### src/rtl/alu_pkg.sv
// Shared types and constants for the ALU command sequencer and its ALU.
package alu_pkg;

    typedef enum logic [1:0] {
        OP_SUB2B  = 2'b00,
        OP_LTX    = 2'b01,
        OP_ADDB   = 2'b10,
        OP_ADDCHK = 2'b11
    } alu_op_e;

    localparam int unsigned ST_ERR  = 0;
    localparam int unsigned ST_EVEN = 1;
    localparam int unsigned ST_ONES = 2;
    localparam int unsigned ST_OVF  = 3;

    localparam int unsigned ALU_N = 8;

    typedef enum logic [1:0] {
        StIdle,
        StIssue,
        StWait,
        StHold
    } seq_state_e;

    typedef struct packed {
        alu_op_e          op;
        logic [ALU_N-1:0] a;
        logic [ALU_N-1:0] b;
    } alu_cmd_t;

endpackage

### src/rtl/alu_cmd_fifo.sv
// Synchronous FIFO with registered pointers and occupancy count; head is read combinationally.
module alu_cmd_fifo #(
    parameter int unsigned DEPTH = 4,
    parameter int unsigned WIDTH = 18
) (
    input  logic                     i_clk,
    input  logic                     i_reset_n,
    input  logic                     i_push,
    input  logic                     i_pop,
    input  logic [WIDTH-1:0]         i_data,
    output logic [WIDTH-1:0]         o_data,
    output logic                     o_full,
    output logic                     o_empty,
    output logic [$clog2(DEPTH):0]   o_count
);

    localparam int unsigned PTR_W = $clog2(DEPTH);
    localparam logic [PTR_W:0] FULL_CNT = (PTR_W + 1)'(DEPTH);

    logic [WIDTH-1:0] r_mem [DEPTH];
    logic [PTR_W-1:0] r_wr_ptr;
    logic [PTR_W-1:0] r_rd_ptr;
    logic [PTR_W:0]   r_count;
    logic             w_push;
    logic             w_pop;

    assign w_push  = i_push && !o_full;
    assign w_pop   = i_pop && !o_empty;
    assign o_full  = (r_count == FULL_CNT);
    assign o_empty = (r_count == '0);
    assign o_count = r_count;
    assign o_data  = r_mem[r_rd_ptr];

    always_ff @(posedge i_clk or negedge i_reset_n) begin
        if (!i_reset_n) begin
            r_wr_ptr <= '0;
            r_rd_ptr <= '0;
            r_count  <= '0;
        end else begin
            if (w_push) r_wr_ptr <= r_wr_ptr + 1'b1;
            if (w_pop)  r_rd_ptr <= r_rd_ptr + 1'b1;
            case ({w_push, w_pop})
                2'b10:   r_count <= r_count + 1'b1;
                2'b01:   r_count <= r_count - 1'b1;
                default: r_count <= r_count;
            endcase
        end
    end

    // Storage needs no reset; only entries between the pointers are ever read.
    always_ff @(posedge i_clk) begin
        if (w_push) r_mem[r_wr_ptr] <= i_data;
    end

endmodule

### src/rtl/alu_cmd_sequencer.sv
// Buffers ALU commands, issues them one at a time and registers each response.
// Optional command tagging is enabled by defining ALU_SEQ_TAG_EN.
module alu_cmd_sequencer
    import alu_pkg::*;
#(
    parameter int unsigned N     = 8,
    parameter int unsigned DEPTH = 4,
    parameter int unsigned ERR_W = 8
`ifdef ALU_SEQ_TAG_EN
    ,
    parameter int unsigned TAG_W = 4
`endif
) (
    input  logic              i_clk,
    input  logic              i_reset_n,
    input  logic              i_cmd_valid,
    output logic              o_cmd_ready,
    input  logic [1:0]        i_cmd_op,
    input  logic [N-1:0]      i_cmd_a,
    input  logic [N-1:0]      i_cmd_b,
`ifdef ALU_SEQ_TAG_EN
    input  logic [TAG_W-1:0]  i_cmd_tag,
    output logic [TAG_W-1:0]  o_rsp_tag,
`endif
    output logic [1:0]        o_alu_op,
    output logic [N-1:0]      o_alu_a,
    output logic [N-1:0]      o_alu_b,
    input  logic [N-1:0]      i_alu_result,
    input  logic [3:0]        i_alu_status,
    output logic              o_rsp_valid,
    input  logic              i_rsp_ready,
    output logic [N-1:0]      o_rsp_result,
    output logic [3:0]        o_rsp_status,
    output logic              o_busy,
    output logic [ERR_W-1:0]  o_err_count
);

    localparam int unsigned CMD_W = 2 + 2 * N;
`ifdef ALU_SEQ_TAG_EN
    localparam int unsigned ENTRY_W = CMD_W + TAG_W;
`else
    localparam int unsigned ENTRY_W = CMD_W;
`endif
    localparam int unsigned CNT_W = $clog2(DEPTH) + 1;

    seq_state_e         r_state;
    seq_state_e         w_state_next;
    logic               w_pop;
    logic [ENTRY_W-1:0] w_push_data;
    logic [ENTRY_W-1:0] w_head;
    logic               w_full;
    logic               w_empty;
    logic [CNT_W-1:0]   w_count;

    alu_op_e            r_alu_op;
    logic [N-1:0]       r_alu_a;
    logic [N-1:0]       r_alu_b;
    logic               r_rsp_valid;
    logic [N-1:0]       r_rsp_result;
    logic [3:0]         r_rsp_status;
    logic [ERR_W-1:0]   r_err_count;

`ifdef ALU_SEQ_TAG_EN
    logic [TAG_W-1:0]   r_tag;
    logic [TAG_W-1:0]   r_rsp_tag;

    assign w_push_data = {i_cmd_tag, i_cmd_op, i_cmd_a, i_cmd_b};
    assign o_rsp_tag   = r_rsp_tag;
`else
    assign w_push_data = {i_cmd_op, i_cmd_a, i_cmd_b};
`endif

    alu_cmd_fifo #(
        .DEPTH (DEPTH),
        .WIDTH (ENTRY_W)
    ) u_fifo (
        .i_clk     (i_clk),
        .i_reset_n (i_reset_n),
        .i_push    (i_cmd_valid),
        .i_pop     (w_pop),
        .i_data    (w_push_data),
        .o_data    (w_head),
        .o_full    (w_full),
        .o_empty   (w_empty),
        .o_count   (w_count)
    );

    assign o_cmd_ready  = !w_full;
    assign o_busy       = (r_state != StIdle) || (w_count != '0);
    assign o_alu_op     = r_alu_op;
    assign o_alu_a      = r_alu_a;
    assign o_alu_b      = r_alu_b;
    assign o_rsp_valid  = r_rsp_valid;
    assign o_rsp_result = r_rsp_result;
    assign o_rsp_status = r_rsp_status;
    assign o_err_count  = r_err_count;

    // A pop in HOLD chains straight into ISSUE, giving one response per 3 cycles.
    always_comb begin
        w_state_next = r_state;
        w_pop        = 1'b0;
        case (r_state)
            StIdle: begin
                if (!w_empty) begin
                    w_pop        = 1'b1;
                    w_state_next = StIssue;
                end
            end
            StIssue: w_state_next = StWait;
            StWait:  w_state_next = StHold;
            StHold: begin
                if (i_rsp_ready) begin
                    if (!w_empty) begin
                        w_pop        = 1'b1;
                        w_state_next = StIssue;
                    end else begin
                        w_state_next = StIdle;
                    end
                end
            end
            default: w_state_next = StIdle;
        endcase
    end

    always_ff @(posedge i_clk or negedge i_reset_n) begin
        if (!i_reset_n) begin
            r_state      <= StIdle;
            r_alu_op     <= OP_SUB2B;
            r_alu_a      <= '0;
            r_alu_b      <= '0;
            r_rsp_valid  <= 1'b0;
            r_rsp_result <= '0;
            r_rsp_status <= '0;
            r_err_count  <= '0;
        end else begin
            r_state <= w_state_next;
            if (w_pop) begin
                r_alu_op <= alu_op_e'(w_head[CMD_W-1 -: 2]);
                r_alu_a  <= w_head[2*N-1 -: N];
                r_alu_b  <= w_head[N-1:0];
            end
            if (r_state == StWait) begin
                r_rsp_valid  <= 1'b1;
                r_rsp_result <= i_alu_result;
                r_rsp_status <= i_alu_status;
                if (i_alu_status[ST_ERR] && (r_err_count != '1)) begin
                    r_err_count <= r_err_count + 1'b1;
                end
            end else if (r_state == StHold && i_rsp_ready) begin
                r_rsp_valid <= 1'b0;
            end
        end
    end

`ifdef ALU_SEQ_TAG_EN
    always_ff @(posedge i_clk or negedge i_reset_n) begin
        if (!i_reset_n) begin
            r_tag     <= '0;
            r_rsp_tag <= '0;
        end else begin
            if (w_pop) r_tag <= w_head[ENTRY_W-1 -: TAG_W];
            if (r_state == StWait) r_rsp_tag <= r_tag;
        end
    end
`endif

endmodule
### config.mk
export PLATFORM = sky130hd
export DESIGN_NAME = alu_cmd_sequencer
export DESIGN_NICKNAME = d
export VERILOG_FILES = /design/src/rtl/alu_pkg.sv /design/src/rtl/alu_cmd_fifo.sv /design/src/rtl/alu_cmd_sequencer.sv
export SDC_FILE = /design/constraint.sdc
export NUM_CORES = 1
export LEC_CHECK = 0
export CORE_UTILIZATION = 40
export DETAILED_ROUTE_END_ITERATION = 6
export GPL_TIMING_DRIVEN = 0
export SETUP_SLACK_MARGIN = 0.4
export SYNTH_ARGS = -nofsm -noshare
export SYNTH_HDL_FRONTEND = slang
export SYNTH_SLANG_ARGS = --single-unit
### constraint.sdc
create_clock -name i_clk -period 4.3 [get_ports i_clk]
set_input_delay 0.86 -clock i_clk [delete_from_list [all_inputs] [get_ports i_clk]]
set_output_delay 0.86 -clock i_clk [all_outputs]
set_load 0.005 [all_outputs]
==> impl_metrics.csv <==
group,metric,value,unit
route,dr.first_iter.drc_count,116,
floorplan,start_util,41.7,%
synthesis,synthArstFlopShare,40.0,%
setup_path,cp-end-kind,"primary output",
synthesis,netlist_instances,256,
timing,finalCritPeriodShare,68.0,%
route,dr.pass1.iters,7,
synthesis,yosys_warnings,0,
setup_path,path_cells,"inv_1 > ha_1 > or4b_4 > clkdlybuf4s50_1",
synthesis,synthFlopType,"edfxtp_1",
final_layout,final_common_cell,"clkdlybuf4s50_1",
route,final_antenna_net_count,0,
synthesis,synthesis.nets,301,
setup_path,crit_family,"buffers and inverters",
setup_path,cp.required,3440,ps
route,avgViaCountPerCell,5.01,
setup_path,rr_startpoint,"r_state[0]",
placed_design,post_dp_cell_area,5760,um^2
route,drc,8,
floorplan,core,11600,um^2
setup_path,worstSetupStartpointType,"flip-flop",
synthesis,synth_area_leaders,"edfxtp_1 (45%), dfrtp_1 (25%), mux2_2 (7.9%)",
timing,layout_setup_ws,1380,ps
cts,cts_resized,0,
setup_path,cpPeakStageDelay,490,ps
route,routed-via-count,2533,
timing,rsz0062_at_grt,"false",
final_layout,layout_common_cells,"clkdlybuf4s50_1 (73), edfxtp_1 (72), dfrtp_1 (48)",
final_layout,nets,395,
status,status,"finished with violations",
floorplan,fp-row-count,39,
global_routing,grt_pass1_vias,2600,
timing,fin_crit,2920,ps
final_layout,final_cell_area,6330,um^2
route,wirelength,8.44,mm
timing,relSlewSlack,56.7,%
placed_design,portBuffers,74,
final_layout,drive_gt1_share,25.6,%
setup_path,r2r-end,"u_fifo.o_count[2]",
final_layout,syn2layout_area_growth,31.3,%
global_routing,grt_use_total,14.9,%
cts,cts_tree,"yes",
timing,fmax,0.342,GHz
hold_path,min_path_type,"input port to async pin",
cts,cts.path.max_buffers,2,
timing,tightest_slew,650,ps
timing,final-hold-violation-count,0,
synthesis,yosysTopAreaCell,"edfxtp_1",
placed_design,routabilityCongestion,0.750,
synthesis,synth-edff-count,72,
route,routedWlPerCell,16.7,um
placed_design,dp.final_hpwl,5.16,mm
timing,drv_slew,0,
setup_path,cp_num_buf_inv,2,
floorplan,die_area,12500,um^2
setup_path,cp.arrival,2060,ps
floorplan,io-pin-count,75,
cts,clkSinkCount,120,
global_routing,grt_pass1_wl,13.8,mm
global_routing,grt_overflow,0,
global_routing,antenna_found_initial,0,
final_layout,antenna_cells,0,
power_and_ir_drop,vdd_drop_max,260,uV
run,drv_cap,0,
setup_path,rr_worst_depth,10,
floorplan,fp.dieH,112,um
timing,tns,0,ps
setup_path,critPathKind,"flip-flop to primary output",
synthesis,syn_area,4820,um^2
status,violations,"design-rule violations",
cts,cts_root_buf,"clkbuf_16",
power_and_ir_drop,leakage,2.41,nW
setup_path,crit_path_max_fanout,4,
cts,cts_buffers,17,
cts,path_clk_slew,60,ps
setup_path,reg2reg_slack,1870,ps
power_and_ir_drop,pwr_density_cell,730,nW/um^2
synthesis,avgSynthCellArea,18.8,um^2
cts,clock_latency,400,ps
floorplan,die_w,112,um
setup_path,slowest_stage,"or4b_4",
placed_design,dpl_worst_slack,1290,ps
cts,htreeDepth,4,
synthesis,synth_cell_types,35,
timing,setup_viol,0,
synthesis,ys_ff_latch,120,
global_routing,grt_max_degree,26,
synthesis,synth.yosys.seq_area_share,69.7,%
cts,post_cts_buffers,0,
cts,hold_buffers,0,
synthesis,synth_top_area_share,44.8,%
timing,fin_worst_skew,9.47,ps
==> where the power goes <==
group	internal [W]	total [W]	switching, W
Combinational	0.000899	0.00150	0.000598
Sequential	0.00161	0.00178	0.000174
Clock	0.000832	0.00135	0.000517
Total	0.00334	0.00462	0.00129
==> cell usage after synthesis (4+ instances only) <==
cell,instances
ha_1,10
xor2_1,5
inv_1,12
mux4_2,7
mux4_1,11
buf_2,4
dfrtp_1,48
nand2_1,4
edfxtp_1,72
buf_6,4
nand3_1,4
nor2_1,5
mux2_2,34
and3_2,4
==> through the flow <==
stage          total power, W  hold slack, ps  cells  util [%]
2_1_floorplan         0.00268             474    256         -
3_3_place_gp          0.00328             460    473      49.6
3_5_place_dp          0.00333             473    474      49.8
4_1_cts               0.00469             482    506      54.8
5_1_grt               0.00489             508    506      54.8
6_report              0.00462             479    506      54.8
==> flip-flops by register name (all words and copies together) (netlist names) <==
| name | count |
|---|---|
| u_fifo.r_wr_ptr | 2 |
| r_state | 2 |
| o_rsp_status | 4 |
| u_fifo.o_count | 3 |
| o_alu_a | 8 |
| o_rsp_valid | 1 |
| u_fifo.r_rd_ptr | 2 |
| o_err_count | 8 |
| o_alu_b | 8 |
| u_fifo.r_mem | 72 |
| o_rsp_result | 8 |
| o_alu_op | 2 |
==> layer usage <==
metal	part of all wire, %	GRT usage (%)
met5	0	0
met4	1.0	5.68
met1	45	18.9
met3	4.7	4.74
met2	49	24.1
==> layout make-up <==
class                           count  area (um^2)
Buffer                              8         65.1
Clock buffer                       20          457
Clock inverter                     12          119
Fill cell                         958         5230
Inverter                           12         45.0
Multi-Input combinational cell    116         1350
Sequential cell                   120         3360
Tap cell                          143          179
Timing Repair Buffer               75          756
==> how the worst max path moves through the flow <==
stage	from	endpoint	slack, ps	cells after the start
6_report	r_state[0]	o_busy	1380	4
5_1_grt	r_state[0]	o_busy	1270	4
4_1_cts	r_state[0]	o_busy	1330	4
3_5_place_dp	i_rsp_ready	u_fifo.o_count[2]	1290	10
3_3_place_gp	i_reset_n	o_alu_op[1]	740	1
2_1_floorplan	i_rsp_ready	u_fifo.o_count[2]	1980	9
==> cell families (layout without fill, tap and decap cells) <==
| group | after synthesis | in the layout | share of synthesized area (%) |
|---|---|---|---|
| mux | 56 | 56 | 18.1 |
| xor+xnor | 8 | 8 | 1.45 |
| fa+ha+maj | 11 | 11 | 3.01 |
| simple gates | 32 | 32 | 4.18 |
| buf+inv | 20 | 127 | 2.28 |
| compound gates | 9 | 9 | 1.19 |
| flops | 120 | 120 | 69.7 |
(Power assumes the default switching activity.)
